### src/rtl/control_unit.sv
// Multicycle MIPS-style main controller: a Moore FSM that sequences fetch, decode
// and per-instruction execute/writeback, and produces all datapath control strobes.
module control_unit (
  input  logic       clk,
  input  logic       reset_n,
  input  logic [5:0] Op,
  input  logic [5:0] Funct,
  input  logic       Zero,
  output logic [2:0] ALUControl,
  output logic       IorD,
  output logic       MemWrite,
  output logic       IRWrite,
  output logic       RegDst,
  output logic       MemtoReg,
  output logic       RegWrite,
  output logic       ALUSrcA,
  output logic [1:0] ALUSrcB,
  output logic [1:0] PCSrc,
  output logic       PCEn,
  output logic [3:0] State
);

  typedef enum logic [3:0] {
    FETCH   = 4'd0,
    DECODE  = 4'd1,
    MEMADR  = 4'd2,
    MEMRD   = 4'd3,
    MEMWB   = 4'd4,
    MEMWR   = 4'd5,
    EXECUTE = 4'd6,
    ALUWB   = 4'd7,
    BEQ     = 4'd8,
    ADDIEX  = 4'd9,
    ADDIWB  = 4'd10,
    JUMP    = 4'd11
  } state_t;

  localparam logic [5:0] OP_LW    = 6'b100011;
  localparam logic [5:0] OP_SW    = 6'b101011;
  localparam logic [5:0] OP_RTYPE = 6'b000000;
  localparam logic [5:0] OP_BEQ   = 6'b000100;
  localparam logic [5:0] OP_ADDI  = 6'b001000;
  localparam logic [5:0] OP_J     = 6'b000010;

  state_t state;
  state_t next_state;

  logic pc_write;
  logic branch;
  logic ir_write;
  logic reg_write;
  logic mem_write;

  always_ff @(posedge clk or negedge reset_n) begin
    if (!reset_n) state <= FETCH;
    else          state <= next_state;
  end

  always_comb begin
    next_state = FETCH;
    case (state)
      FETCH:   next_state = DECODE;
      DECODE: begin
        case (Op)
          OP_LW, OP_SW: next_state = MEMADR;
          OP_RTYPE:     next_state = EXECUTE;
          OP_BEQ:       next_state = BEQ;
          OP_ADDI:      next_state = ADDIEX;
          OP_J:         next_state = JUMP;
          default:      next_state = FETCH;
        endcase
      end
      MEMADR:  next_state = (Op == OP_LW) ? MEMRD : MEMWR;
      MEMRD:   next_state = MEMWB;
      EXECUTE: next_state = ALUWB;
      ADDIEX:  next_state = ADDIWB;
      default: next_state = FETCH;
    endcase
  end

  // Decode state into strobes; only EXECUTE looks at an input (Funct).
  always_comb begin
    ALUControl = 3'b000;
    IorD       = 1'b0;
    mem_write  = 1'b0;
    ir_write   = 1'b0;
    RegDst     = 1'b0;
    MemtoReg   = 1'b0;
    reg_write  = 1'b0;
    ALUSrcA    = 1'b0;
    ALUSrcB    = 2'b00;
    PCSrc      = 2'b00;
    pc_write   = 1'b0;
    branch     = 1'b0;
    case (state)
      FETCH: begin
        ir_write   = 1'b1;
        pc_write   = 1'b1;
        ALUSrcB    = 2'b01;
        ALUControl = 3'b010;
      end
      DECODE: begin
        ALUSrcB    = 2'b11;
        ALUControl = 3'b010;
      end
      MEMADR, ADDIEX: begin
        ALUSrcA    = 1'b1;
        ALUSrcB    = 2'b10;
        ALUControl = 3'b010;
      end
      MEMRD: IorD = 1'b1;
      MEMWB: begin
        MemtoReg  = 1'b1;
        reg_write = 1'b1;
      end
      MEMWR: begin
        IorD      = 1'b1;
        mem_write = 1'b1;
      end
      EXECUTE: begin
        ALUSrcA = 1'b1;
        case (Funct)
          6'b100010: ALUControl = 3'b110;
          6'b100100: ALUControl = 3'b000;
          6'b100101: ALUControl = 3'b001;
          6'b101010: ALUControl = 3'b111;
          default:   ALUControl = 3'b010;
        endcase
      end
      ALUWB: begin
        RegDst    = 1'b1;
        reg_write = 1'b1;
      end
      BEQ: begin
        ALUSrcA    = 1'b1;
        ALUControl = 3'b110;
        PCSrc      = 2'b01;
        branch     = 1'b1;
      end
      ADDIWB: reg_write = 1'b1;
      JUMP: begin
        PCSrc    = 2'b10;
        pc_write = 1'b1;
      end
      default: ;
    endcase
  end

  // State-changing strobes are suppressed while reset is held.
  assign IRWrite  = ir_write & reset_n;
  assign RegWrite = reg_write & reset_n;
  assign MemWrite = mem_write & reset_n;
  assign PCEn     = (pc_write | (branch & Zero)) & reset_n;
  assign State    = state;

endmodule

### config.mk
export PLATFORM = sky130hd
export DESIGN_NAME = control_unit
export DESIGN_NICKNAME = d
export VERILOG_FILES = /design/src/rtl/control_unit.sv
export SDC_FILE = /design/constraint.sdc
export NUM_CORES = 1
export LEC_CHECK = 0
export BUFFER_PORTS_ARGS = -buffer_cell sky130_fd_sc_hd__buf_2
export CAP_MARGIN = 5
export CELL_PAD_IN_SITES_DETAIL_PLACEMENT = 2
export CELL_PAD_IN_SITES_GLOBAL_PLACEMENT = 2
export CORE_MARGIN = 2
export CORE_UTILIZATION = 18
export CTS_CLUSTER_DIAMETER = 50
export CTS_CLUSTER_SIZE = 16
export DETAILED_ROUTE_END_ITERATION = 6
export GPL_ROUTABILITY_DRIVEN = 0
export GPL_TIMING_DRIVEN = 0
export HOLD_SLACK_MARGIN = 0.02
export PLACE_DENSITY = 0.72
export RECOVER_POWER = 100
export SYNTH_ARGS = -nofsm -noshare
export SYNTH_HDL_FRONTEND = slang
export SYNTH_SLANG_ARGS = --single-unit
### constraint.sdc
create_clock -name clk -period 1.5 [get_ports clk]
set_clock_uncertainty 0.15 [all_clocks]
set_input_delay 0.3 -clock clk [delete_from_list [all_inputs] [get_ports clk]]
set_output_delay 0.3 -clock clk [all_outputs]
set_load 0.05 [all_outputs]
==> results.md <==
### Outcome
• outcome: finished with violations
• violated checks: setup timing

### Global route
• first-pass GRT wire length: 4.86 mm
• number of global-route vias before repair: 910
• maximum number of pins on one net before global-route repair: 11
• initial antenna violation count: 0
• remaining global-route overflow: 0
• total routing usage reported by global routing: 0.195

### Synth
• distinct cell type count of the synthesized netlist: 36
• most common cell in the netlist: nor2_1
• top_reg_cell synth: dfrtp_1
• top cells by area in the synthesized netlist: dfrtp_1 19%, xor2_1 6.7%, nor3_1 5.7%, nor2_1 5.7%, inv_1 5.0%
• count of mapped cells out of synthesis: 73
• cell types with the highest counts after synthesis: 8 x nor2_1, 7 x inv_1, 6 x nor3_1
• post-synthesis instance area: 523 um^2
• proportion of synthesized chip area in sequential cells: 0.191
• net count of the mapped netlist: 88
• Avg Synthesized Cell Area: 7.16 um^2
• Yosys reg bits: 4
• number of synthesis warnings: 0
• EDFF count, synth: 0
• top-area cell type share of the netlist area: 0.191
• dominant cell type by area after synthesis: dfrtp_1
• ys async rst share: 1.00

### Finish
• final core occ: 0.557
• fill cell instance count of the final layout: 269
• flip-flop count of the largest register after layout: 4
• Design Area, Final: 1540 um^2
• P&R area growth vs syn: 194%
• final net count: 153
• fraction of final layout cells sized beyond drive strength 1: 0.824
• Antenna Cells: 0
• non-filler instance count after layout: 167

### Critical path
• crit path kind: flop to output port
• type of element launching the critical path: flop
• Critical Path AT: 1710 ps
• largest fanout on the critical path: 3
• R2R depth: 6
• data required time at the worst endpoint: 1050 ps
• Crit. End Element: output port

### Placed design
• cell area after placement: 872 um^2
• worst-case setup slack after placement: -595 ps
• instance count after placement with tap cells included: 137
• quantity of I/O buffers inserted on ports: 33
• placed wire-length estimate after detailed placement: 1.86 mm

### Timing
• final-report max-slew violation count: 0
• setup repair after global routing missed its margin: yes
• Final min period: 2160 ps
• upper clock frequency limit: 462 MHz
• Worst Setup Slack, final: -664 ps
• final setup fails: 21
• remaining max-slew budget at the tightest pin: 0.627
• Slew @ Worst Pin: 558 ps
• Fin Hold WS: 288 ps
• final hold viol count: 0
• Period Utilization, post-route: 1.44

### Floorplan
• number of rows in the core area: 19
• die extent in y: 57.9 um
• core area: 2760 um^2
• die extent in x: 57.9 um
• initial core utilization: 0.190
• I/O pin cnt: 34
• Die ar.: 3350 um^2

### Routing
• count of unresolved DRC violations after routing: 0
• count of antenna-violating nets left after detailed routing: 0
• initial drt markers: 11
• total detailed-routing wirelength: 4.29 mm
• routed length per instance: 25.7 um
• TritonRoute pass-1 iters: 4
• via count: 868
• via density per instance: 5.20

### Worst hold path
• class of the worst hold path: primary input to flop
• hold path cells: 4

### Clocking
• Root Buffer: clkbuf_4
• clock net sink count: 4
• CTS buffer count: 3
• worst skew pair latency: 270 ps
• clock tree from TritonCTS: built
• buffer depth of the longest clock path: 2
• clock transition at the register clock pins on the worst setup and hold paths after CTS: 60 ps
• CTS H-tree depth: 1

### Power
• power density of the placed cells: 1590 nW/um^2
• Leak: 0.000642 uW
• maximum VDD drop: 1.13 mV

### Flow run
• maxcap violations: 0

[per-stage QoR]
step / power, uW / TNS (ps)
3_3_place_gp: 1270 / -4150
2_1_floorplan: 1060 / -4840
4_1_cts: 1870 / -5980
5_1_grt: 2510 / -8250
6_report: 2440 / -7590
3_5_place_dp: 1300 / -4700
[power by group]
part	internal [uW]	switching, uW	leakage (uW)
registers	140	38.7	0.0000472
logic	932	1160	0.000581
clock network	91.8	77.3	0.0000138
total	1160	1270	0.000642
[final timing paths]
path,from,endpoint,slack [ps]
setup / recovery,State[2],ALUControl[2],-660
hold / removal,Op[5],State[0],290
setup reg to reg,State[1],State[2],-150
hold reg to reg,State[3],State[0],580
max in group asynchronous,reset_n,State[3],550
min in group asynchronous,reset_n,State[1],430
[placed cells by master (no fill, tap or decap), drive strengths merged, types with 2 or more instances in the layout]
master  count
nand2b      4
a21oi       2
buf        61
clkbuf      5
inv         7
nor3        6
nand3       4
xor2        4
dfrtp       4
o21ai       3
nor2        8
nand2       5
and3        3
[worst max-delay path, cell delays in order (launching register included)]
cell      delay, ps
dfrtp_2         390
buf_12          120
nand2b_4         60
or4b_4          580
o21bai_4        130
buf_6           170
[layer usage]
metal | share of wire | global-route usage | vias to the layer above
li1 | - | - | 391
met1 | 0.43 | 0.236 | 434
met2 | 0.50 | 0.375 | 32
met3 | 0.035 | 0.0112 | 11
met4 | 0.033 | 0.0432 | 0
met5 | 0 | 0 | -
[what timing repair did]
action	4_1_cts	5_1_grt
hold buffers	1	0
resized for setup	66	43
endpoints found under the hold margin	4	0
pin swaps	11	16
buffers inserted	13	16
setup endpoints to repair	15	19
[cell families (layout without fill, tap and decap cells)]
| family | after synthesis | after routing | synth area share |
|---|---|---|---|
| AO/OA/AOI/OAI | 17 | 17 | 0.237 |
| buffers and inverters | 11 | 74 | 0.0981 |
| AND/OR/NAND/NOR | 37 | 37 | 0.407 |
| flip-flops | 4 | 4 | 0.191 |
| XOR/XNOR | 4 | 4 | 0.0670 |
[final cells by class]
| type | count | area [um^2] | area share |
|---|---|---|---|
| Buffer | 3 | 65.1 | 0.0423 |
| Tap cell | 31 | 38.8 | 0.0252 |
| Timing Repair Buffer | 61 | 594 | 0.387 |
| Clock buffer | 3 | 22.5 | 0.0147 |
| Multi-Input combinational cell | 58 | 667 | 0.434 |
| Sequential cell | 4 | 105 | 0.0684 |
| Inverter | 7 | 43.8 | 0.0285 |
No activity file was read; power rests on OpenSTA's default activity.
